[src/rtl/seg7_pkg.sv]
// Shared constants for the 7-segment readback path: digit patterns, special codes, FSM states.
// Optional feature macro used by this slice: SEG7DEC_DP_EN (decimal-point capture).
package seg7_pkg;

    localparam int unsigned SEG_W  = 7;
    localparam int unsigned CODE_W = 4;

    // Segment order is {a,b,c,d,e,f,g}, 1 = lit; entry d is the pattern for digit d.
    localparam logic [9:0][SEG_W-1:0] SEG_DIGITS = {
        7'b1111011,  // 9
        7'b1111111,  // 8
        7'b1110000,  // 7
        7'b1011111,  // 6
        7'b1011011,  // 5
        7'b0110011,  // 4
        7'b1111001,  // 3
        7'b1101101,  // 2
        7'b0110000,  // 1
        7'b1111110   // 0
    };

    localparam logic [SEG_W-1:0]  SEG_BLANK  = 7'b0000000;
    localparam logic [CODE_W-1:0] CODE_BLANK = 4'hA;
    localparam logic [CODE_W-1:0] CODE_INV   = 4'hF;

    typedef enum logic {
        ST_WAIT = 1'b0,
        ST_HOLD = 1'b1
    } state_t;

endpackage

[src/rtl/seg7dec_scan_if.sv]
// Display bus seen by the scan decoder plus the decoded frame it returns.
// SEG7DEC_DP_EN adds the decimal-point input and per-digit decimal-point output.
interface seg7dec_scan_if #(
    parameter int unsigned NDIG = 4
);
    logic [6:0]        seg;
    logic [NDIG-1:0]   an;
    logic [4*NDIG-1:0] dec_o;
    logic              valid;
    logic              err;
`ifdef SEG7DEC_DP_EN
    logic              dp;
    logic [NDIG-1:0]   dp_o;

    modport master (output seg, an, dp, input dec_o, valid, err, dp_o);
    modport slave  (input seg, an, dp, output dec_o, valid, err, dp_o);
`else
    modport master (output seg, an, input dec_o, valid, err);
    modport slave  (input seg, an, output dec_o, valid, err);
`endif
endinterface

[src/rtl/seg7_lut.sv]
// Combinational 7-segment pattern to digit code lookup with invalid flag.
// Independent of SEG7DEC_DP_EN (decimal point is handled by the caller).
module seg7_lut
    import seg7_pkg::*;
(
    input  logic [SEG_W-1:0]  seg,
    output logic [CODE_W-1:0] code_c,
    output logic              inv_c
);

    // Default to invalid, then override on a digit or blank match.
    always_comb begin
        code_c = CODE_INV;
        inv_c  = 1'b1;
        for (int unsigned d = 0; d < 10; d++) begin
            if (seg == SEG_DIGITS[4'(d)]) begin
                code_c = CODE_W'(d);
                inv_c  = 1'b0;
            end
        end
        if (seg == SEG_BLANK) begin
            code_c = CODE_BLANK;
            inv_c  = 1'b0;
        end
    end

endmodule

[src/rtl/seg7dec_scan.sv]
// Multiplexed 7-segment bus readback: qualifies each digit for stability,
// decodes it and publishes a complete NDIG-digit frame.
// SEG7DEC_DP_EN: also samples dp with the pattern and returns it per digit on dp_o.
module seg7dec_scan
    import seg7_pkg::*;
#(
    parameter int unsigned NDIG   = 4,
    parameter int unsigned STABLE = 3
) (
    input  logic          clk,
    input  logic          rst_n,
    seg7dec_scan_if.slave bus
);

    localparam int unsigned IDX_W = (NDIG > 1) ? $clog2(NDIG) : 1;
    localparam int unsigned CNT_W = 4;
`ifdef SEG7DEC_DP_EN
    localparam int unsigned SMP_W = NDIG + SEG_W + 1;
`else
    localparam int unsigned SMP_W = NDIG + SEG_W;
`endif

    logic [SMP_W-1:0]             cur, prev;
    logic [CNT_W-1:0]             cnt, cnt_nxt;
    state_t                       state;
    logic [IDX_W-1:0]             idx;
    logic                         match, onehot, cap, frame;
    logic [CODE_W-1:0]            lut_code;
    logic                         lut_inv;
    logic [NDIG-1:0][CODE_W-1:0]  slot_code, code_nxt;
    logic [NDIG-1:0]              slot_inv, inv_nxt, captured;
    logic [NDIG-1:0][CODE_W-1:0]  dec_r;
    logic                         valid_r, err_r;

`ifdef SEG7DEC_DP_EN
    logic [NDIG-1:0] slot_dp, dp_nxt, dp_r;
    assign cur = {bus.dp, bus.an, bus.seg};
`else
    assign cur = {bus.an, bus.seg};
`endif

    seg7_lut u_lut (
        .seg    (bus.seg),
        .code_c (lut_code),
        .inv_c  (lut_inv)
    );

    // Stability qualification, one-hot check, slot index and next slot contents.
    always_comb begin
        match   = (cur == prev);
        cnt_nxt = '0;
        if (match) begin
            cnt_nxt = (cnt == CNT_W'(STABLE - 1)) ? cnt : cnt + CNT_W'(1);
        end
        onehot = (bus.an != '0) && ((bus.an & (bus.an - NDIG'(1))) == '0);
        idx    = '0;
        for (int unsigned k = 0; k < NDIG; k++) begin
            if (bus.an[IDX_W'(k)]) idx = IDX_W'(k);
        end
        cap      = (state == ST_WAIT) && onehot && (cnt_nxt == CNT_W'(STABLE - 1));
        frame    = cap && ((captured | bus.an) == '1);
        code_nxt = slot_code;
        inv_nxt  = slot_inv;
        if (cap) begin
            code_nxt[idx] = lut_code;
            inv_nxt[idx]  = lut_inv;
        end
`ifdef SEG7DEC_DP_EN
        dp_nxt = slot_dp;
        if (cap) dp_nxt[idx] = bus.dp;
`endif
    end

    // Sample register and saturating stability counter.
    always_ff @(posedge clk or negedge rst_n) begin
        if (!rst_n) begin
            prev <= '0;
            cnt  <= '0;
        end else begin
            prev <= cur;
            cnt  <= cnt_nxt;
        end
    end

    // Capture FSM: one capture per stable run, re-armed by any bus change.
    always_ff @(posedge clk or negedge rst_n) begin
        if (!rst_n) begin
            state <= ST_WAIT;
        end else begin
            case (state)
                ST_WAIT: if (cap)    state <= ST_HOLD;
                ST_HOLD: if (!match) state <= ST_WAIT;
            endcase
        end
    end

    // Slot storage; captured bits and invalid flags clear when a frame is published.
    always_ff @(posedge clk or negedge rst_n) begin
        if (!rst_n) begin
            slot_code <= '0;
            slot_inv  <= '0;
            captured  <= '0;
`ifdef SEG7DEC_DP_EN
            slot_dp   <= '0;
`endif
        end else begin
            slot_code <= code_nxt;
            slot_inv  <= frame ? '0 : inv_nxt;
            if (frame)    captured <= '0;
            else if (cap) captured <= captured | bus.an;
`ifdef SEG7DEC_DP_EN
            slot_dp   <= dp_nxt;
`endif
        end
    end

    // Frame outputs, updated together with a one-cycle valid pulse.
    always_ff @(posedge clk or negedge rst_n) begin
        if (!rst_n) begin
            dec_r   <= '0;
            valid_r <= 1'b0;
            err_r   <= 1'b0;
`ifdef SEG7DEC_DP_EN
            dp_r    <= '0;
`endif
        end else begin
            valid_r <= frame;
            if (frame) begin
                dec_r <= code_nxt;
                err_r <= |inv_nxt;
`ifdef SEG7DEC_DP_EN
                dp_r  <= dp_nxt;
`endif
            end
        end
    end

    assign bus.dec_o = dec_r;
    assign bus.valid = valid_r;
    assign bus.err   = err_r;
`ifdef SEG7DEC_DP_EN
    assign bus.dp_o  = dp_r;
`endif

endmodule

[src/flat_wrapper.sv]
// flat-port wrapper written by rule: the top's interface ports become plain ports
module seg7dec_scan_flat import seg7_pkg::*;
#(
    parameter int unsigned NDIG   = 4,
    parameter int unsigned STABLE = 3
)
  (clk, rst_n, bus_seg, bus_an, bus_dec_o, bus_valid, bus_err);
  seg7dec_scan_if #(.NDIG(NDIG)) bus_i ();
  input  logic clk;
  input  logic rst_n;
  input wire logic [$bits(bus_i.seg)-1:0] bus_seg;
  input wire logic [$bits(bus_i.an)-1:0] bus_an;
  output wire logic [$bits(bus_i.dec_o)-1:0] bus_dec_o;
  output wire logic [$bits(bus_i.valid)-1:0] bus_valid;
  output wire logic [$bits(bus_i.err)-1:0] bus_err;
  assign bus_i.seg = bus_seg;
  assign bus_i.an = bus_an;
  assign bus_dec_o = bus_i.dec_o;
  assign bus_valid = bus_i.valid;
  assign bus_err = bus_i.err;
  seg7dec_scan #(.NDIG(NDIG), .STABLE(STABLE)) u_core (.clk(clk), .rst_n(rst_n), .bus(bus_i));
endmodule
[config.mk]
export PLATFORM = sky130hd
export DESIGN_NAME = seg7dec_scan_flat
export DESIGN_NICKNAME = d
export VERILOG_FILES = /design/src/rtl/seg7_pkg.sv /design/src/rtl/seg7dec_scan_if.sv /design/src/rtl/seg7_lut.sv /design/src/rtl/seg7dec_scan.sv /design/src/flat_wrapper.sv
export SDC_FILE = /design/constraint.sdc
export NUM_CORES = 1
export LEC_CHECK = 0
export BUFFER_PORTS_ARGS = -buffer_cell sky130_fd_sc_hd__clkbuf_2
export CAP_MARGIN = 20
export CORE_MARGIN = 4
export CORE_UTILIZATION = 55
export CTS_BUF_LIST = sky130_fd_sc_hd__clkbuf_2 sky130_fd_sc_hd__clkbuf_4 sky130_fd_sc_hd__clkbuf_8
export CTS_CLUSTER_DIAMETER = 60
export DETAILED_ROUTE_END_ITERATION = 6
export GPL_TIMING_DRIVEN = 0
export PLACE_DENSITY = 0.84
export SYNTH_ARGS = -nofsm -noshare
export SYNTH_HDL_FRONTEND = slang
export SYNTH_SLANG_ARGS = --single-unit
[constraint.sdc]
create_clock -name clk -period 4.9 [get_ports clk]
set_input_delay 0.245 -clock clk [delete_from_list [all_inputs] [get_ports clk]]
set_output_delay 0.245 -clock clk [all_outputs]
set_load 0.02 [all_outputs]
### After elaboration in Yosys (flattened, before gate mapping)

Cells that the tools add are included.

| storage, ports and cells | value |
|---|---|
| register bits | 58 |
| latch bits | 0 |
| RAM bits | 0 |
| memory bits (read-only) | 0 |
| output and inout port bits | 18 |
| word-level logic and storage cells | 87 |
| memories kept | 0 |

| cells by class | value |
|---|---|
| add/sub/neg operators | 2 |
| multiply operators | 0 |
| div/mod/pow operators | 0 |
| $lt $le $gt $ge | 2 |
| eq/ne operators | 14 |
| shifts and indexed selects | 0 |
| muxes and demuxes | 41 |
| bitwise operators | 3 |
| reduce and logical (&&, ||, !) cells | 10 |

Operators by type and width:

| operator | number |
|---|---|
| 2-to-1 mux 4 bit | 18 |
| == test 7 bit, second input constant | 8 |
| bitwise mux 16 bit | 1 |
| 2-to-1 mux 16 bit | 1 |
| 2-to-1 mux 1 bit | 15 |
| == test 7 x 6 -> 1 bit, second input constant | 2 |
| == test 11 bit | 1 |
| demux 4 bit (select 2 bit) | 1 |
| == test 4 x 2 -> 1 bit, second input constant | 2 |
| logical NOT 7 bit | 1 |
| logical AND 1 bit | 5 |
| adder 4 x 1 -> 4 bit, second input constant | 1 |
| bitwise AND 4 bit | 1 |
| bitwise mux 4 bit | 1 |
| == test 4 bit, second input constant | 1 |
| logical NOT 4 bit | 1 |
| 2-to-1 mux 2 bit | 2 |
| OR 4 bit | 1 |
| nonzero test 4 bit | 1 |
| OR reduction 4 bit | 1 |
| subtractor 4 x 1 -> 4 bit, second input constant | 1 |
| < comparator 2 x 3 -> 1 bit, second input constant | 1 |
| demux 1 bit (select 2 bit) | 1 |
| >= comparator 2 x 1 -> 1 bit, second input constant | 1 |
| 3 further kinds | 3 |

### Depth between registers and ports, before layout

Gate-level depths: netlist of run 1.

| logic depth | value |
|---|---|
| depth in word-level cells | 15 |
| gate-level depth with buffers | 10 |
| depth with buffers taken out | 9 |

### Modules after synthesis

Synthesis of run 1 repeated with hierarchy kept, for this count alone.

| unflattened totals | value |
|---|---|
| cells, all modules | 233 |
| area total of the unflattened synthesis | 2640.0 um^2 |

By module, submodules not included:

| module | times used | cells each | area each (um^2) |
|---|---|---|---|
| seg7dec_scan | 1 | 201 | 2431.1 |
| seg7_lut | 1 | 32 | 209.0 |

### Worst setup path before layout of run 1

No wires, ideal clock.

| timing | value |
|---|---|
| path type | flip-flop to flip-flop |
| start point | register u_core.cnt[0] |
| end point | register u_core.dec_r (netlist bit u_core.bus.dec_o[4]) |
| library setup time | 125 ps |
| arrival | 2426 ps |
| required time | 4775 ps |
| setup slack | 2349 ps |
| stages on the path, launching flop included | 10 |
| path buffers | 1 |
| path through | dfrtp_1 inv_1 ha_1 or3_4 a211oi_4 and2_2 nand3_2 clkinv_2 buf_8 mux2_2 |

| on the way | value |
|---|---|
| word-level cells in the longest chain between the ends | 6 |
| elaborated cells between the ends (all ways) | 8 |
| classes of those cells | add/sub (1); eq/ne (2); mux (3); reduce/logical (2) |

RTL lines:

| element | RTL line | text |
|---|---|---|
| from (decl) | seg7dec_scan.sv:24 | `logic [CNT_W-1:0] cnt, cnt_nxt;` |
| from (signal assigned) | seg7dec_scan.sv:81 | `cnt <= cnt_nxt;` |
| adder 4 x 1 -> 4 bit / == test 4 x 2 -> 1 bit (equally long branches) | seg7dec_scan.sv:53 | `cnt_nxt = (cnt == CNT_W'(STABLE - 1)) ? cnt : cnt + CNT_W'(1);` |
| 2-to-1 mux 4 bit * | seg7dec_scan.sv:53 |  |
| 2-to-1 mux 4 bit * | seg7dec_scan.sv:52 | `if (match) begin` |
| == test 4 x 2 -> 1 bit * | seg7dec_scan.sv:60 | `cap = (state == ST_WAIT) && onehot && (cnt_nxt == CNT_W'(STABLE - 1));` |
| logical AND 1 bit * | seg7dec_scan.sv:60 |  |
| 2-to-1 mux 16 bit / logical AND 1 bit (equally long branches) | seg7dec_scan.sv:64, seg7dec_scan.sv:61 |  |
| to (signal assigned) | seg7dec_scan.sv:129 | `dec_r <= code_nxt;` |
| to (decl) | seg7dec_scan.sv:32 | `logic [NDIG-1:0][CODE_W-1:0] dec_r;` |

Every way passes the cells marked *; elsewhere a longest branch is shown, timed or not.
A chain may end at the register's enable or synchronous reset.

### Final worst setup path of run 1

| timing | value |
|---|---|
| start point | register u_core.cnt[0] |
| end point | register u_core.dec_r (netlist bit u_core.bus.dec_o[5]) |

The elaborated chain is that of the path after synthesis.

==> flow_summary.json, run 1 <==
{
  "yosysTopAreaCell": "dfrtp_1",
  "critPathLaunchType": "flip-flop",
  "post_cts_buffers": 0,
  "timing.fmax_mhz": 358,
  "syn_area_mm2": 0.00274,
  "cpMaxStageDelayCell": "dfrtp_1",
  "core-area_mm2": 0.00479,
  "path_clk_slew_ps": 70,
  "min_path_type": "in2reg",
  "crit_chain": "inv_1, ha_1, or3_4, a211oi_4, and2_2, nand3_2, clkinv_2, buf_8, mux2_2",
  "internal-power_uw": 803,
  "worstPathMaxFanout": 10,
  "via_count": 1843,
  "routedWlPerCell_um": 15.3,
  "cts.root.buffer_cell": "clkbuf_8",
  "ios": 31,
  "p_leak_nw": 1.63,
  "clkPwrFrac_pct": 48.0,
  "synth_most_common_cell": "dfrtp_1",
  "finalCriticalPeriod_ps": 2790,
  "skew_ps": 7.03,
  "status": "completed",
  "ys_seq_area_share_pct": 53.1,
  "grt_usage_pct": 19.1,
  "fin_crit_sh_pct": 57.0,
  "clock-sinks": 58,
  "p_comb_share_pct": 5.2,
  "grt_max_degree": 32,
  "finalSetupTns_ps": 0,
  "die_w_um": 78.5,
  "syn_area_per_cell_um2": 12.2,
  "cellPowerDensity_mw_per_mm2": 322,
  "power.share.sequential_pct": 46.8,
  "yosysUniqueCellTypes": 46,
  "cts_tree": "done",
  "cp_top_family": "simple AND/OR/NAND/NOR gates",
  "die_area_mm2": 0.00617,
  "crit_type": "reg2reg",
  "grt_pass1_wl_um": 9030,
  "yosys_warnings": 0,
  "crit_buf_inv": 3,
  "whs_ps": 27.9,
  "place.gp.congestion": 0.861,
  "rsz0062_at_grt": "no",
  "maxSlewHeadroom_pct": 47.3,
  "setup_violations": 0,
  "drtAntennaViolNets": 0,
  "hold_violations": 0,
  "fin_area_mm2": 0.00323,
  "tightest_slew_ps": 791,
  "synthTopCellsByCount": "dfrtp_1, mux2_2, nor2_1",
  "initial_core_util_pct": 57.2,
  "netlist_instances": 225,
  "drive_gt1_share_pct": 33.0,
  "h-tree-depth": 3,
  "syn_to_final_growth_pct": 18.0,
  "p_sw_uw": 235,
  "clockBufferDepth": 2,
  "crit_arrival_ps": 3020,
  "yosys-top-cells-area": "dfrtp_1, mux2_2, mux2_4, xor2_1, nor2_1",
  "antenna_found_initial": 0,
  "dp_hpwl_um": 3610,
  "maxCapViolCount": 0,
  "grt_pass1_vias": 1995,
  "overflow": 0,
  "ys_async_sr_fraction_pct": 100,
  "synth-seq-cells": 58,
  "rows": 25,
  "ys.flop_type": "dfrtp_1",
  "required_ps": 5130,
  "p_sw_share_pct": 22.7,
  "placed_cell_area_mm2": 0.00299,
  "synth_top_area_share_pct": 53.1,
  "max_stage_delay_ps": 440,
  "fin_nets": 283,
  "irDropWorstVdd_uv": 220,
  "antenna_cells": 0,
  "dieHeight_um": 78.5,
  "drt_wl_total_um": 5190,
  "drc_errors": 0,
  "crit_path_end_kind": "flip-flop",
  "drt_iter0_drc": 123,
  "syn-num-nets": 240,
  "drt_first_pass_iters": 4,
  "place.port_buffers": 30,
  "synth_edf_count": 0,
  "viasPerCell": 5.42,
  "cts_made_buffers": 9,
  "insertion_delay_ps": 340,
  "maxSlewViolCount": 0
}
[layer usage]
metal,wire length [um],vias to the layer above,track usage (%)
met4,64,0,6.82
met2,2430,53,30.7
met5,0,-,0
met1,2370,892,23.4
met3,320,8,7.11
li1,-,890,-
[placed cells by master, fill, tap and decap left out, types with 2 or more instances in the layout]
master and instances:
clkbuf_1 6, clkbuf_2 31, a31oi_1 2, mux2_2 22, o22ai_1 2, xnor2_1 3
and4_1 2, nand2_1 8, nor2b_1 6, dfrtp_1 58, nand3b_1 3, nor4b_1 2
clkbuf_8 10, nor2_1 14, bufinv_16 2, o211a_1 2, nand3_1 7, nand2b_1 3
nand3_2 2, o21ai_0 4, mux2_4 8, ha_1 2, nor3_1 5, clkinv_2 2
mux2i_1 4, and2_1 4, mux2_1 2, and3_1 4, inv_1 7, clkinv_4 2
nand4_2 2, a21oi_1 8, nor4_1 5, xor2_1 11
[what timing repair did]
item                      4_1_cts  5_1_grt
hold buffers                    1        0
resized for setup               0        0
hold endpoints to repair       12        0
[cell type report]
type / instances / area (um^2)
fillers: 362 / 1560
flip-flops and latches: 58 / 1450
multi-input cells: 149 / 1190
repair buffers: 32 / 180
clock buffers: 10 / 138
clock inverters: 6 / 90.1
well taps: 67 / 83.8
plain buffers: 10 / 58.8
inverters: 8 / 31.3
[final timing paths]
kind	cells after the start	to	startpoint	slack (ps)
setup / recovery	9	u_core.bus.dec_o[5]$_DFFE_PN0P_	u_core.cnt[0]$_DFF_PN0_	2110
hold / removal	1	u_core.prev[3]$_DFF_PN0_	bus_seg[3]	30
setup reg to reg	9	u_core.bus.dec_o[5]$_DFFE_PN0P_	u_core.cnt[0]$_DFF_PN0_	2110
hold reg to reg	1	u_core.slot_code[5]$_DFF_PN0_	u_core.slot_code[5]$_DFF_PN0_	490
max in group asynchronous	3	u_core.prev[0]$_DFF_PN0_	rst_n	3770
min in group asynchronous	2	u_core.bus.dec_o[3]$_DFFE_PN0P_	rst_n	510
[flip-flops by register name, indices dropped and copies added (netlist names)]
signal / count
u_core.bus.err: 1
u_core.slot_inv: 4
u_core.bus.valid: 1
u_core.prev: 11
u_core.captured: 4
u_core.cnt: 4
u_core.state: 1
u_core.slot_code: 16
u_core.bus.dec_o: 16
[metrics by stage]
step	util [%]	total power [mW]	worst slack, ps	std cells
after floorplan	-	0.522	2350	225
after global placement	62.0	0.544	2120	322
after detailed placement	62.5	0.548	2060	323
after CTS	67.4	1.05	2080	340
after global routing	67.4	1.08	1940	340
final	67.4	1.04	2110	340
[kinds of logic after synthesis]
group                      share of synthesized area, %
AOI/OAI and AO/OA                                  6.45
xor gates and xnor gates                           4.48
adders and majority gates                         0.915
buffers and inverters                              3.29
DFF                                                53.1
muxes                                              15.7
and+or+nand+nor                                    16.1
[power groups by stage]
stage | Clock [mW] | Combinational, mW | Sequential [mW]
2_1_floorplan | 0 | 0.0278 | 0.494
4_1_cts | 0.512 | 0.0552 | 0.485
6_report | 0.498 | 0.0543 | 0.485
3_3_place_gp | 0 | 0.0498 | 0.494
3_5_place_dp | 0 | 0.0536 | 0.494
5_1_grt | 0.531 | 0.0616 | 0.485
(Power assumes the default switching activity.)
==> run 2: changes to the inputs <==
--- a/config.mk
+++ b/config.mk
@@ -8,12 +8,12 @@
 export BUFFER_PORTS_ARGS = -buffer_cell sky130_fd_sc_hd__clkbuf_2
 export CAP_MARGIN = 20
 export CORE_MARGIN = 4
-export CORE_UTILIZATION = 55
+export CORE_UTILIZATION = 54
 export CTS_BUF_LIST = sky130_fd_sc_hd__clkbuf_2 sky130_fd_sc_hd__clkbuf_4 sky130_fd_sc_hd__clkbuf_8
 export CTS_CLUSTER_DIAMETER = 60
 export DETAILED_ROUTE_END_ITERATION = 6
 export GPL_TIMING_DRIVEN = 0
-export PLACE_DENSITY = 0.84
+export PLACE_DENSITY = 0.85
 export SYNTH_ARGS = -nofsm -noshare
 export SYNTH_HDL_FRONTEND = slang
 export SYNTH_SLANG_ARGS = --single-unit
==> constraint.sdc (replaced) <==
create_clock -name clk -period 2.45 [get_ports clk]
set_input_delay 0.1225 -clock clk [delete_from_list [all_inputs] [get_ports clk]]
set_output_delay 0.1225 -clock clk [all_outputs]
set_load 0.02 [all_outputs]
==> run 2 against run 1 <==
Power is 90% higher. Clock power is 76% higher. Via count is 3.6% higher.
==> flow_summary.json, run 2 (synthesis gave the netlist of run 1 again) <==
{
  "status": "completed",
  "core-area_mm2": 0.00482,
  "ios": 31,
  "antenna_found_initial": 0,
  "drc_errors": 0,
  "cpMaxStageDelayCell": "dfrtp_1",
  "die_area_mm2": 0.00627,
  "clock-sinks": 58,
  "hold_violations": 0,
  "drive_gt1_share_pct": 37.4,
  "fill_cells": 347,
  "cts.root.buffer_cell": "clkbuf_8",
  "die_w_um": 79.2,
  "tightest_slew_ps": 820,
  "antenna_cells": 0,
  "grt.busiest_layer": "met2",
  "dp_hpwl_um": 3640,
  "grt_usage_pct": 20.4,
  "grt_use_met1_pct": 26.5,
  "max_stage_delay_ps": 390,
  "cellPowerDensity_mw_per_mm2": 572,
  "syn_to_final_growth_pct": 26.2,
  "crit_arrival_ps": 2620,
  "h-tree-depth": 3,
  "crit_chain": "inv_2, ha_4, nand2b_4, o31a_1, a211oi_4, buf_6, and2_4, nand3_4, clkinv_4, buf_12, mux2_2",
  "worstPathMaxFanout": 10,
  "place.gp.congestion": 0.884,
  "maxSlewViolCount": 0,
  "p_total_mw": 1.97,
  "required_ps": 2670,
  "final_common_cell": "dfrtp_1",
  "cp_top_family": "compound AO/OA/AOI/OAI gates",
  "clkPwrFrac_pct": 44.3,
  "power.share.sequential_pct": 49.2,
  "maxSlewHeadroom_pct": 45.3,
  "skew_ps": 7.05,
  "routedWlPerCell_um": 16.0,
  "finalCriticalPeriod_ps": 2410,
  "p_leak_nw": 1.71,
  "met3_usage_pct": 8.28,
  "cts_tree": "done",
  "setup_violations": 0,
  "startpoint": "u_core.cnt[0]$_DFF_PN0_",
  "path_clk_slew_ps": 70,
  "grt_pass1_wl_um": 9670,
  "cts_made_buffers": 9,
  "hold_path.startpoint": "bus_an[3]",
  "drtAntennaViolNets": 0,
  "insertion_delay_ps": 340,
  "grt_max_degree": 34,
  "drt_wl_total_um": 5710,
  "crit_buf_inv": 4,
  "p_sw_uw": 446,
  "critPathLaunchType": "flip-flop",
  "grt.met2_usage_pct": 30.8,
  "final_cell_mix": "dfrtp_1, clkbuf_2, mux2_2",
  "timing.fmax_mhz": 415,
  "rows": 25,
  "p_comb_share_pct": 6.5,
  "via_count": 1910,
  "initial_core_util_pct": 56.8,
  "p_sw_share_pct": 22.6,
  "drt_first_pass_iters": 4,
  "internal-power_mw": 1.53,
  "place.port_buffers": 30,
  "drt_iter0_drc": 138,
  "viasPerCell": 5.37,
  "grt_pass1_vias": 1986,
  "irDropWorstVdd_uv": 447,
  "min_path_type": "in2reg",
  "crit_type": "reg2reg",
  "dieHeight_um": 79.2,
  "fin_crit_sh_pct": 98.3,
  "crit_path_end_kind": "flip-flop",
  "maxCapViolCount": 0,
  "fin_nets": 300,
  "r2r_start": "u_core.cnt[0]$_DFF_PN0_",
  "overflow": 0,
  "utilization_pct": 71.7,
  "clockBufferDepth": 2
}
run 2: cell types whose count changed in the layout (fill, tap and decap cells not counted), sizes merged:
cell,delta
bufinv,-1
clkinv,-1
clkinvlp,-1
buf,+8
dlymetal6s4s,+1
clkbuf,+1
dlygate4sd3,+9
run 2: final cells by class:
type / instances / area (um^2) / share of cell area (%)
Timing Repair Buffer: 49 / 345 / 10.0
Sequential cell: 58 / 1450 / 42.1
Tap cell: 67 / 83.8 / 2.43
Buffer: 10 / 63.8 / 1.85
Multi-Input combinational cell: 149 / 1280 / 37.0
Clock buffer: 12 / 153 / 4.42
Clock inverter: 3 / 40.0 / 1.16
Inverter: 8 / 35.0 / 1.01
run 2: repair_timing:
action,4_1_cts,5_1_grt
buffers inserted,7,1
hold buffers,11,0
hold endpoints to repair,42,0
pin swaps,4,3
cloned,0,0
setup endpoints to repair,16,18
gates resized for setup,3,15
run 2: path summary, 6_finish.rpt:
kind / end / slack, ps / cells after the start
min in group asynchronous: u_core.slot_code[7]$_DFF_PN0_ / 410 / 2
max in group asynchronous: u_core.cnt[1]$_DFF_PN0_ / 1410 / 3
worst min register to register: u_core.slot_code[6]$_DFF_PN0_ / 490 / 1
worst max register to register: u_core.bus.dec_o[4]$_DFFE_PN0P_ / 40 / 11
worst min-delay path: u_core.prev[10]$_DFF_PN0_ / 20 / 1
worst max-delay path: u_core.bus.dec_o[4]$_DFFE_PN0P_ / 40 / 11
run 2: routing by layer:
metal / wire length (um) / vias up
met5: 0 / -
met4: 75 / 0
met2: 2750 / 53
met3: 309 / 7
li1: - / 923
met1: 2580 / 927
run 2: per-stage QoR:
stage | instance area, um^2 | hold slack (ps) | setup TNS (ps) | std cells | setup slack (ps)
6_report | 3450 | 21.4 | 0 | 356 | 42.4
5_1_grt | 3450 | 16.3 | -244 | 356 | -32.5
4_1_cts | 3370 | 7.67 | -63.7 | 356 | -24.2
3_5_place_dp | 3010 | 245 | -2430 | 323 | -251
3_3_place_gp | 2990 | 243 | -1940 | 322 | -243
2_1_floorplan | 2750 | -173 | 0 | 225 | 47.6
run 2: worst reg2reg max path, stage by stage (launching register included):
cell	delay (ps)
dfrtp_1	390
inv_2	90
ha_4	140
nand2b_4	60
o31a_1	340
a211oi_4	260
buf_6	160
and2_4	170
nand3_4	90
clkinv_4	90
buf_12	130
mux2_2	350
run 2: power groups by stage:
stage          Clock, mW  Sequential, mW  Combinational, mW
2_1_floorplan          0           0.988             0.0556
3_3_place_gp           0           0.988             0.0994
3_5_place_dp           0           0.989              0.108
4_1_cts            0.893           0.971              0.122
5_1_grt            0.935           0.971              0.143
6_report           0.874           0.971              0.128
==> run 3: changes to the inputs <==
--- a/config.mk
+++ b/config.mk
@@ -7,12 +7,12 @@
 export LEC_CHECK = 0
 export BUFFER_PORTS_ARGS = -buffer_cell sky130_fd_sc_hd__clkbuf_2
 export CAP_MARGIN = 20
-export CORE_MARGIN = 4
 export CORE_UTILIZATION = 54
 export CTS_BUF_LIST = sky130_fd_sc_hd__clkbuf_2 sky130_fd_sc_hd__clkbuf_4 sky130_fd_sc_hd__clkbuf_8
 export CTS_CLUSTER_DIAMETER = 60
 export DETAILED_ROUTE_END_ITERATION = 6
 export GPL_TIMING_DRIVEN = 0
+export HOLD_SLACK_MARGIN = 0.03
 export PLACE_DENSITY = 0.85
 export SYNTH_ARGS = -nofsm -noshare
 export SYNTH_HDL_FRONTEND = slang
==> run 3 against run 2 <==
Clock power rose by 36%. Flip-flop and latch count did not move. Largest power group is now the clock network. Highest routed layer unchanged. Critical path depth fell by 2.
==> flow_summary.json, run 3 (synthesis gave the netlist of run 1 again) <==
{
  "dp_hpwl_um": 3700,
  "pre_cts_ws_ps": -293,
  "grt.busiest_layer": "met2",
  "cellPowerDensity_mw_per_mm2": 645,
  "overflow": 0,
  "max_stage_delay_ps": 390,
  "routedWlPerCell_um": 16.3,
  "layout.cells.non_filler": 360,
  "drt_wl_total_um": 5870,
  "irDropWorstVdd_uv": 633,
  "maxSlewHeadroom_pct": 44.0,
  "worstPathMaxFanout": 6,
  "clock-sinks": 58,
  "cts_made_buffers": 9,
  "die_w_um": 73.2,
  "worst_path_most_repeated_cell": "mux2_4",
  "crit_path_end_kind": "flip-flop",
  "place.gp.congestion": 0.820,
  "drive_gt1_share_pct": 38.2,
  "grt_usage_pct": 25.2,
  "dieHeight_um": 73.2,
  "antenna_found_initial": 0,
  "timing.fmax_mhz": 410,
  "die_area_mm2": 0.00535,
  "crit_arrival_ps": 2670,
  "grt.met2_usage_pct": 40.9,
  "tightest_slew_ps": 840,
  "worst_slack_ps": 8.22,
  "maxCapViolCount": 0,
  "crit_type": "reg2reg",
  "drtAntennaViolNets": 0,
  "rows": 25,
  "register_area_mm2": 0.00145,
  "critPathLaunchType": "flip-flop",
  "dp_cells": 323,
  "setup_violations": 0,
  "grt_max_degree": 34,
  "fin_nets": 303,
  "skew_ps": 6.60,
  "drt_first_pass_iters": 6,
  "ios": 31,
  "finalCriticalPeriod_ps": 2440,
  "cts_tree": "done",
  "via_count": 1960,
  "drc_errors": 0,
  "final_cell_mix": "dfrtp_1, clkbuf_2, mux2_2",
  "drt_iter0_drc": 183,
  "p_leak_nw": 1.76,
  "hold_violations": 0,
  "status": "completed",
  "path_clk_slew_ps": 60,
  "final_common_cell": "dfrtp_1",
  "fill_cells": 321,
  "insertion_delay_ps": 340,
  "grt_use_met1_pct": 30.0,
  "min_path_type": "in2reg",
  "met3_usage_pct": 9.25,
  "core-area_mm2": 0.00479,
  "grt_pass1_wl_um": 9600,
  "cpMaxStageDelayCell": "dfrtp_1",
  "antenna_cells": 0,
  "crit_chain": "inv_2, ha_4, nand2b_1, o31a_1, a211oi_4, buf_6, nand4_4, mux2_4, mux2_4",
  "viasPerCell": 5.44,
  "maxSlewViolCount": 0,
  "initial_core_util_pct": 57.2,
  "multi_input_area_mm2": 0.00128,
  "h-tree-depth": 3,
  "place.port_buffers": 30,
  "fin_crit_sh_pct": 99.7,
  "syn_to_final_growth_pct": 30.2,
  "grt_pass1_vias": 2029,
  "rsz0062_at_grt": "yes",
  "required_ps": 2670,
  "cts.root.buffer_cell": "clkbuf_8",
  "clockBufferDepth": 2
}
-- run 3: final timing paths --
kind / slack (ps) / depth (start not counted) / startpoint / endpoint
worst max-delay path: 8 / 9 / u_core.cnt[0]$_DFF_PN0_ / u_core.bus.dec_o[10]$_DFFE_PN0P_
worst min-delay path: 180 / 1 / bus_an[1] / u_core.prev[8]$_DFF_PN0_
worst max register to register: 8 / 9 / u_core.cnt[0]$_DFF_PN0_ / u_core.bus.dec_o[10]$_DFFE_PN0P_
worst min register to register: 490 / 1 / u_core.slot_code[6]$_DFF_PN0_ / u_core.slot_code[6]$_DFF_PN0_
max in group asynchronous: 1400 / 3 / rst_n / u_core.cnt[1]$_DFF_PN0_
min in group asynchronous: 420 / 2 / rst_n / u_core.bus.dec_o[7]$_DFFE_PN0P_
-- run 3: cell type report --
type,instances,area share (%)
Sequential cell,58,40.8
Multi-Input combinational cell,149,36.1
Timing Repair Buffer,52,10.5
Clock buffer,11,4.08
Clock inverter,5,3.51
Tap cell,67,2.35
Buffer,10,1.65
Inverter,8,0.984
-- run 3: what timing repair did --
action                                  CTS  global route
pin swaps                                 4             7
endpoints found under the hold margin    43             0
hold buffers                             12             0
gates resized for setup                   7            13
setup buffers                             6             5
endpoints found under the setup margin   16            18
-- run 3: power breakdown --
group,internal (mW),switching (mW)
clock,0.816,0.378
combinational,0.0497,0.0812
sequential,0.967,0.00459
-- run 3: critical path: cells and delay by family (launching register included) --
kind | cells | cell delay, ps
multiplexers | 2 | 620
buffers and inverters | 2 | 250
AND/OR/NAND/NOR | 2 | 280
AO/OA/AOI/OAI | 2 | 650
adder cells (fa/ha/maj) | 1 | 120
flip-flops | 1 | 390
-- run 3: stage by stage --
step                      hold WS, ps  area, um^2  setup TNS [ps]  util [%]  total power [mW]
after floorplan                  -173        2750               0         -              1.04
after global placement            242        2990           -1810      62.4              1.09
after detailed placement          245        3010           -2480      62.8              1.10
after CTS                         213        3480               0      72.7              2.31
after global routing              195        3560            -597      74.4              2.37
final                             183        3560               0      74.4              2.30
-- run 3: metal layers --
metal,wire (um),vias up,share of wire [%]
met3,316,11,5.4
met5,0,-,0
met1,2500,964,43
met2,2900,60,49
li1,-,925,-
met4,151,0,2.6
